**src/rtl/emboss_pkg.sv**
```systemverilog
`default_nettype none
// ============================================================================
// Module      : emboss_pkg
// Description : Definitions shared by the emboss window generator and the
//               emboss core: default pixel width, window index map for
//               packing/unpacking a 3x3 window bus, and kernel coefficients.
// Revision    : 1.0 - initial release
// ============================================================================
package emboss_pkg;

  // Default pixel width.
  localparam int DEF_PIX_W = 8;

  // Window index map. Index = row*3 + col, so P00 occupies the LSBs of a
  // packed window and P22 the MSBs.
  localparam int P00   = 0;
  localparam int P01   = 1;
  localparam int P02   = 2;
  localparam int P10   = 3;
  localparam int P11   = 4;
  localparam int P12   = 5;
  localparam int P20   = 6;
  localparam int P21   = 7;
  localparam int P22   = 8;
  localparam int WIN_N = 9;

  // Emboss kernel (row-major) and output bias.
  localparam int signed K00 = -2;
  localparam int signed K01 = -1;
  localparam int signed K02 = 0;
  localparam int signed K10 = -1;
  localparam int signed K11 = 1;
  localparam int signed K12 = 1;
  localparam int signed K20 = 0;
  localparam int signed K21 = 1;
  localparam int signed K22 = 2;
  localparam int        BIAS = 128;

  // Window index of row r, column c.
  function automatic int win_idx(input int r, input int c);
    return r * 3 + c;
  endfunction

endpackage
`default_nettype wire

```
**src/rtl/emboss_line_buf.sv**
```systemverilog
`default_nettype none
// ============================================================================
// Module      : emboss_line_buf
// Description : Single-clock DEPTH x WIDTH line memory. Asynchronous read of
//               the addressed entry; synchronous write at the same address,
//               so a same-cycle read returns the old contents.
// Ports       : clk     - clock, rising edge
//               i_we    - write enable
//               i_addr  - read/write address (column)
//               i_wdata - write data
//               o_rdata - read data (contents before this cycle's write)
// Revision    : 1.0 - initial release
// ============================================================================
module emboss_line_buf #(
  parameter int DEPTH  = 256,
  parameter int WIDTH  = 8,
  parameter int ADDR_W = 8
) (
  input  logic              clk,
  input  logic              i_we,
  input  logic [ADDR_W-1:0] i_addr,
  input  logic [WIDTH-1:0]  i_wdata,
  output logic [WIDTH-1:0]  o_rdata
);

  // Not reset: contents are never exposed before being rewritten.
  logic [WIDTH-1:0] r_mem [DEPTH];

  assign o_rdata = r_mem[i_addr];

  always_ff @(posedge clk) begin
    if (i_we) begin
      r_mem[i_addr] <= i_wdata;
    end
  end

endmodule
`default_nettype wire

```
**src/rtl/emboss_window_gen.sv**
```systemverilog
`default_nettype none
// ============================================================================
// Module      : emboss_window_gen
// Description : Streaming 3x3 window generator for the emboss core. Builds
//               neighbourhoods from a raster pixel stream using two line
//               buffers and a 3x3 shift window; emits interior windows only
//               through a valid/ready handshake.
// Ports       : clk, rst_n        - clock / async active-low reset
//               in_valid/in_ready - pixel handshake
//               in_pix, in_sof    - pixel and start-of-frame marker
//               win_valid/win_ready - window handshake
//               win_o             - packed window (p00 at LSBs .. p22 at MSBs)
//               win_last          - last window of the frame
//               win_cx, win_cy    - window centre coordinates
//                                   (only when EMBOSS_WIN_POS_EN is defined)
// Options     : EMBOSS_WIN_POS_EN - adds win_cx / win_cy outputs
// Revision    : 1.0 - initial release
// ============================================================================
module emboss_window_gen
  import emboss_pkg::*;
#(
  parameter int IMG_W = 256,
  parameter int IMG_H = 256,
  parameter int PIX_W = DEF_PIX_W
) (
  input  logic                   clk,
  input  logic                   rst_n,
  input  logic                   in_valid,
  output logic                   in_ready,
  input  logic [PIX_W-1:0]       in_pix,
  input  logic                   in_sof,
  output logic                   win_valid,
  input  logic                   win_ready,
  output logic [9*PIX_W-1:0]     win_o,
  output logic                   win_last
`ifdef EMBOSS_WIN_POS_EN
  ,
  output logic [$clog2(IMG_W)-1:0] win_cx,
  output logic [$clog2(IMG_H)-1:0] win_cy
`endif
);

  localparam int XW = $clog2(IMG_W);
  localparam int YW = $clog2(IMG_H);

  localparam logic [XW-1:0] c_x_last = XW'(IMG_W - 1);
  localparam logic [YW-1:0] c_y_last = YW'(IMG_H - 1);
  localparam logic [XW-1:0] c_x_two  = XW'(2);
  localparam logic [YW-1:0] c_y_two  = YW'(2);

  logic [XW-1:0]    r_x;
  logic [YW-1:0]    r_y;
  logic [PIX_W-1:0] r_win [WIN_N];
  logic             r_valid;
  logic             r_last;

  logic             w_acc;
  logic [XW-1:0]    w_x;
  logic [YW-1:0]    w_y;
  logic             w_interior;
  logic             w_frame_end;
  logic [PIX_W-1:0] w_top;
  logic [PIX_W-1:0] w_mid;

  assign in_ready = !r_valid || win_ready;
  assign w_acc    = in_valid && in_ready;

  // A start-of-frame pixel is (0,0) whatever the counters say.
  assign w_x = in_sof ? '0 : r_x;
  assign w_y = in_sof ? '0 : r_y;

  assign w_interior  = (w_x >= c_x_two) && (w_y >= c_y_two);
  assign w_frame_end = (w_x == c_x_last) && (w_y == c_y_last);

  // lb_a holds row y-1, lb_b row y-2; on each accept the column shifts down.
  emboss_line_buf #(
    .DEPTH  (IMG_W),
    .WIDTH  (PIX_W),
    .ADDR_W (XW)
  ) u_lb_a (
    .clk     (clk),
    .i_we    (w_acc),
    .i_addr  (w_x),
    .i_wdata (in_pix),
    .o_rdata (w_mid)
  );

  emboss_line_buf #(
    .DEPTH  (IMG_W),
    .WIDTH  (PIX_W),
    .ADDR_W (XW)
  ) u_lb_b (
    .clk     (clk),
    .i_we    (w_acc),
    .i_addr  (w_x),
    .i_wdata (w_mid),
    .o_rdata (w_top)
  );

  // Raster position counters with explicit wrap.
  always_ff @(posedge clk or negedge rst_n) begin
    if (!rst_n) begin
      r_x <= '0;
      r_y <= '0;
    end else if (w_acc) begin
      if (w_x == c_x_last) begin
        r_x <= '0;
        r_y <= (w_y == c_y_last) ? '0 : w_y + YW'(1);
      end else begin
        r_x <= w_x + XW'(1);
        r_y <= w_y;
      end
    end
  end

  // 3x3 shift window: columns move left, new column enters column 2.
  // Updates on every accept; only interior accepts publish it as valid.
  always_ff @(posedge clk or negedge rst_n) begin
    if (!rst_n) begin
      for (int i = 0; i < WIN_N; i++) begin
        r_win[i] <= '0;
      end
    end else if (w_acc) begin
      for (int r = 0; r < 3; r++) begin
        r_win[win_idx(r, 0)] <= r_win[win_idx(r, 1)];
        r_win[win_idx(r, 1)] <= r_win[win_idx(r, 2)];
      end
      r_win[P02] <= w_top;
      r_win[P12] <= w_mid;
      r_win[P22] <= in_pix;
    end
  end

  // Output handshake. A new interior accept in the same cycle as a consume
  // keeps valid high, giving one window per cycle.
  always_ff @(posedge clk or negedge rst_n) begin
    if (!rst_n) begin
      r_valid <= 1'b0;
      r_last  <= 1'b0;
    end else if (w_acc && w_interior) begin
      r_valid <= 1'b1;
      r_last  <= w_frame_end;
    end else if (win_ready) begin
      r_valid <= 1'b0;
    end
  end

  assign win_valid = r_valid;
  assign win_last  = r_last;

  for (genvar i = 0; i < WIN_N; i++) begin : g_pack
    assign win_o[i*PIX_W +: PIX_W] = r_win[i];
  end

`ifdef EMBOSS_WIN_POS_EN
  logic [XW-1:0] r_cx;
  logic [YW-1:0] r_cy;

  // Centre is one column and one row behind the accepted pixel.
  always_ff @(posedge clk or negedge rst_n) begin
    if (!rst_n) begin
      r_cx <= '0;
      r_cy <= '0;
    end else if (w_acc && w_interior) begin
      r_cx <= w_x - XW'(1);
      r_cy <= w_y - YW'(1);
    end
  end

  assign win_cx = r_cx;
  assign win_cy = r_cy;
`endif

endmodule
`default_nettype wire

```
**config.mk**
```make
export PLATFORM = sky130hd
export DESIGN_NAME = emboss_window_gen
export DESIGN_NICKNAME = d
export VERILOG_FILES = /design/src/rtl/emboss_pkg.sv /design/src/rtl/emboss_line_buf.sv /design/src/rtl/emboss_window_gen.sv
export SDC_FILE = /design/constraint.sdc
export NUM_CORES = 2
export LEC_CHECK = 0
export CAP_MARGIN = 40
export CORE_MARGIN = 5
export CORE_UTILIZATION = 55
export DETAILED_ROUTE_END_ITERATION = 6
export DONT_BUFFER_PORTS = 1
export PLACE_DENSITY = 0.74
export SYNTH_ARGS = -nofsm -noshare
export SYNTH_HDL_FRONTEND = slang
export SYNTH_HIERARCHICAL = 1
export SYNTH_SLANG_ARGS = --single-unit
```
**constraint.sdc**
```tcl
create_clock -name clk -period 15.1 [get_ports clk]
set_input_delay 3.775 -clock clk [delete_from_list [all_inputs] [get_ports clk]]
set_output_delay 3.775 -clock clk [all_outputs]
set_load 0.05 [all_outputs]
```
=== After elaboration in Yosys (flattened, before gate mapping) ===
Memory sizes are Yosys's and may differ from the RTL's. A register that Yosys moved wholly into a read port is not among the register bits.
Cells that the tools add are included.

* Bits of input ports: 13
* Memories kept: 2
* Memory bits (writable): 4,096
* Register bits: 82
* Output and inout bits: 75
* Logic and storage cells: 37

* Order comparisons: 2
* Add/sub/neg operators: 2
* Multiplexer cells: 9
* Eq/ne operators: 2
* Reduce and logical (&&, ||, !) cells: 8

{| class="wikitable"
|+ Memory list
! name !! depth !! bits a word !! read ports !! clocked after Yosys merged registers in !! write ports !! line !! RTL
|-
| u_lb_a.r_mem || 256 || 8 || 1 || 0 || 1 || emboss_line_buf.sv:27 || <nowiki>logic [WIDTH-1:0] r_mem [DEPTH];</nowiki>
|-
| u_lb_b.r_mem || 256 || 8 || 1 || 1 || 1 || emboss_line_buf.sv:27 ||
|}

{| class="wikitable"
|+ Operator list
! cell !! count
|-
| 2-to-1 mux 8 bit || 5
|-
| adder 8 x 1 -> 8 bit (second input constant) || 2
|-
| == test 8 bit (second input constant) || 2
|-
| greater-or-equal comparator 8 x 2 -> 1 bit (second input constant) || 2
|-
| logical AND 1 bit || 4
|-
| 2-to-1 mux 1 bit || 4
|-
| zero test 1 bit || 2
|-
| nonzero test 2 bit || 1
|-
| logical OR 1 bit || 1
|}

=== Logic depth before layout (Yosys ltp) ===
* Depth after elaboration: 5
* Gate-level depth with buffers: 14
* Mapped depth without buffers: 9

=== Modules after synthesis ===
The synthesis kept the hierarchy.

{| class="wikitable"
|+ Modules (own cells, without submodules)
! module !! times used !! cells each !! seq. area each (um2) !! area an instance (um2)
|-
| emboss_line_buf || 2 || 3,539 || 61,499.0 || 78,332.6
|-
| emboss_window_gen || 1 || 450 || 2,252.2 || 3,920.0
|}

=== Least setup slack after synthesis ===
No wires, ideal clock.

* Path kind: input to register
* Start: in in_sof
* End: mem u_lb_b.r_mem[0][1] (data pin)
* Required time: 13,304 ps
* Data arrival time: 9,861 ps
* Library setup time: 1,796 ps
* Setup slack: 3,442 ps
* Stages on the path: 11
* Path buffers: 5
* Cells stage by stage: buf_2 clkbuf_1 nor2b_1 buf_2 clkbuf_1 clkbuf_1 mux4_2 a22oi_1 a21oi_1 o41ai_1 nand4_1

* Longest elaborated chain between the ends: 2

{| class="wikitable"
|+ RTL lines
! element !! line !! RTL
|-
| start, declared || emboss_window_gen.sv:31 || <nowiki>input logic in_sof,</nowiki>
|-
| 2-to-1 mux 8 bit || emboss_window_gen.sv:69 || <nowiki>assign w_x = in_sof ? '0 : r_x;</nowiki>
|-
| via w_x[1] || emboss_window_gen.sv:58 || <nowiki>logic [XW-1:0] w_x;</nowiki>
|-
| memory (256 x 8 bit) || n/a ||
|-
| via w_mid[1] || emboss_window_gen.sv:63 || <nowiki>logic [PIX_W-1:0] w_mid;</nowiki>
|-
| end, declared || emboss_line_buf.sv:27 ||
|}

The timed path passes the listed nets, and every way through them passes these cells.

=== Worst setup path in the final report ===
* Start: in in_sof
* End: mem u_lb_b.r_mem[26][1] (data pin)

Same word-level chain as after synthesis.

==> flow_summary.json <==
{
  "ctsLongestPathBuffers": 4,
  "rows": 198,
  "cts_tree": "built",
  "synth_edf_count": 4096,
  "fin_tns_setup_ns": 0,
  "timing.rr.start": "r_x[1]$_DFFE_PN0P_",
  "ctsResizeCount": 0,
  "htree_levels": 5,
  "syn_nets": 7545,
  "stdcell_area_mm2": 0.1790,
  "port_buffers": 0,
  "drive_gt1_share_pct": 24.10,
  "crit_fanout": 257,
  "grt_pass1_wl_mm": 563.8,
  "chipHeight_um": 550.3,
  "place.gp.congestion": 0.7958,
  "crit_arrival_ns": 9.05,
  "place_inst": 11240,
  "grtUsageTotal_pct": 25.25,
  "drc": 0,
  "final_core_util_pct": 61.55,
  "rsz0062_at_grt": "no",
  "power_density_mw_per_mm2": 148.3,
  "wl_per_cell_um": 32.02,
  "root_buffer": "clkbuf_16",
  "yosys.cell_types.count": 46,
  "boundaryPins": 88,
  "cts_sinks": 4186,
  "worstHoldStart": "r_x[0]$_DFFE_PN0P_",
  "final-setup-viol-count": 0,
  "cts_hold_buf": 0,
  "layout_min_cycle_time_ns": 8.725,
  "violations": "max-slew violations",
  "grt_pass1_vias": 80330,
  "synth_area_mm2": 0.1606,
  "start_kind": "primary input",
  "ir_drop_v": 0.0001793,
  "worstSetupEndpointType": "register",
  "cap_viol_max_count": 0,
  "pre_cts_ws_ns": 5.469,
  "antenna_found_initial": 14,
  "drt_pass1_iterations": 6,
  "final_cell_mix": "edfxtp_1 (4096), mux4_2 (1024), a22oi_1 (512)",
  "synthFlopType": "edfxtp_1",
  "max-slew-margin-rel_pct": -4.009,
  "tightestPinTransition_ns": 1.560,
  "core_area_mm2": 0.2908,
  "initialDrtViolationCount": 11360,
  "yosys_register_bits": 4186,
  "clock_latency_ns": 0.98,
  "setup_ws_ns": 6.375,
  "cts_buffers": 400,
  "ys_async_sr_fraction_pct": 2.150,
  "avgSynthCellArea_um2": 21.33,
  "clk_pin_slew_ns": 0.06,
  "final_cells": 11990,
  "required_ns": 15.42,
  "place_area_mm2": 0.1661,
  "area_delta_synth_final_pct": 11.48,
  "ant_nets": 0,
  "fmax_ghz": 0.1146,
  "grt_overflow": 0,
  "via_per_inst": 6.731,
  "dp_hpwl_mm": 209.8,
  "wirelength_mm": 384.0,
  "start_util_pct": 55.21,
  "final_common_cell": "edfxtp_1",
  "die_area_mm2": 0.3029,
  "hold_viol": 0,
  "vias": 80710,
  "die_w_um": 550.3,
  "hold_depth": 2,
  "fin_worst_skew_ns": 0.08136,
  "path_class": "in -> reg",
  "fin_nets": 7780,
  "rrSetupSlack_ns": 8.94,
  "outcome": "finished with violations",
  "reg2reg_depth": 12,
  "synth_seq_area_share_pct": 78.00,
  "grt_max_degree": 258,
  "post_cts_buffers": 0,
  "critPathLaunch": "in_sof",
  "hp-class": "reg -> reg",
  "yosysWarnings": 6,
  "fin_crit_sh_pct": 57.78,
  "synth_cells": 7528,
  "rr_endpoint": "win_o[17]$_DFFE_PN0P_",
  "final_max_slew_viol_count": 50,
  "power_leakage_nw": 54.64,
  "min_to": "r_x[0]$_DFFE_PN0P_"
}
[critical path: stages]
cell             delay [ns]
nand2b_1               0.29
inv_8                  0.48
buf_4                  0.44
buf_4                  0.60
buf_4                  0.64
mux4_2                 0.59
a22oi_1                0.25
a21oi_1                0.13
o41ai_1                0.37
clkdlybuf4s15_2        0.33
nand4_1                0.17
buf_12                 0.30
[cell usage after synthesis, drive strengths merged (6+ instances only)]
cell	n	share of area, %
a21oi	261	0.81
a22oi	512	2.4
and2	6	0.023
buf	194	0.75
clkbuf	295	0.69
dfrtp	90	1.4
edfxtp	4096	77
inv	11	0.026
mux4	1024	14
nand2	295	0.69
nand2b	14	0.055
nand3	29	0.090
nand4	21	0.086
nor2	471	1.1
nor2b	22	0.086
nor3	67	0.21
nor4	9	0.035
o21ai	8	0.025
o31ai	6	0.028
o41ai	65	0.35
[logic make-up (layout without fill, tap and decap cells)]
logic type | after synthesis | after routing | synth area share, %
other cells | 0 | 7 | 0
fa+ha+maj | 4 | 4 | 0.03117
flops | 4186 | 4186 | 78.00
mux | 1027 | 1027 | 14.38
xor+xnor | 1 | 1 | 0.005455
compound gates | 863 | 863 | 3.674
buf+inv | 500 | 1056 | 1.469
simple gates | 947 | 947 | 2.443
[sequential cells by signal, indices dropped and copies added (netlist names)]
register      count
win_valid         1
win_last          1
r_x               8
r_y               8
win_o            72
u_lb_b/r_mem   2048
u_lb_a/r_mem   2048
[stage by stage]
step                      hold slack (ns)  total power, mW
after detailed placement           0.5344            17.02
after CTS                          0.5508            26.66
final                              0.5515            26.54
after global placement             0.5290            16.89
after floorplan                    0.4713            16.28
after global routing               0.5579            27.39
[worst max-delay path by stage]
stage | to | cells past startpoint
3_3_place_gp | win_o[46]$_DFFE_PN0P_ | 14
2_1_floorplan | u_lb_b/r_mem[0][1]$_DFFE_PP_ | 11
6_report | u_lb_b/r_mem[26][1]$_DFFE_PP_ | 12
5_1_grt | win_o[21]$_DFFE_PN0P_ | 13
3_5_place_dp | win_o[20]$_DFFE_PN0P_ | 13
4_1_cts | win_o[20]$_DFFE_PN0P_ | 13
[routing by layer]
metal,global-route usage (%),up-vias,share of wire (%)
met4,7.374,18,3.2
met2,39.08,5381,48
met1,36.79,42610,37
met5,0,-,0.031
met3,5.792,737,12
li1,-,31970,-
[area by class of cell]
class | instances | area (um2)
clock inverters | 227 | 2262
clock buffers | 496 | 10520
inverters | 11 | 51.30
diodes | 7 | 17.52
multi-input cells | 2842 | 33180
fillers | 19110 | 111800
flip-flops and latches | 4186 | 125300
repair buffers | 322 | 2865
well taps | 3900 | 4880
[power breakdown]
| part | switching, mW | internal (mW) | total [mW] |
|---|---|---|---|
| clock network | 4.27 | 5.48 | 9.75 |
| registers | 0.314 | 13.5 | 13.8 |
| logic | 1.98 | 0.959 | 2.94 |
| total | 6.57 | 20.0 | 26.5 |
(Power assumes the default switching activity.)
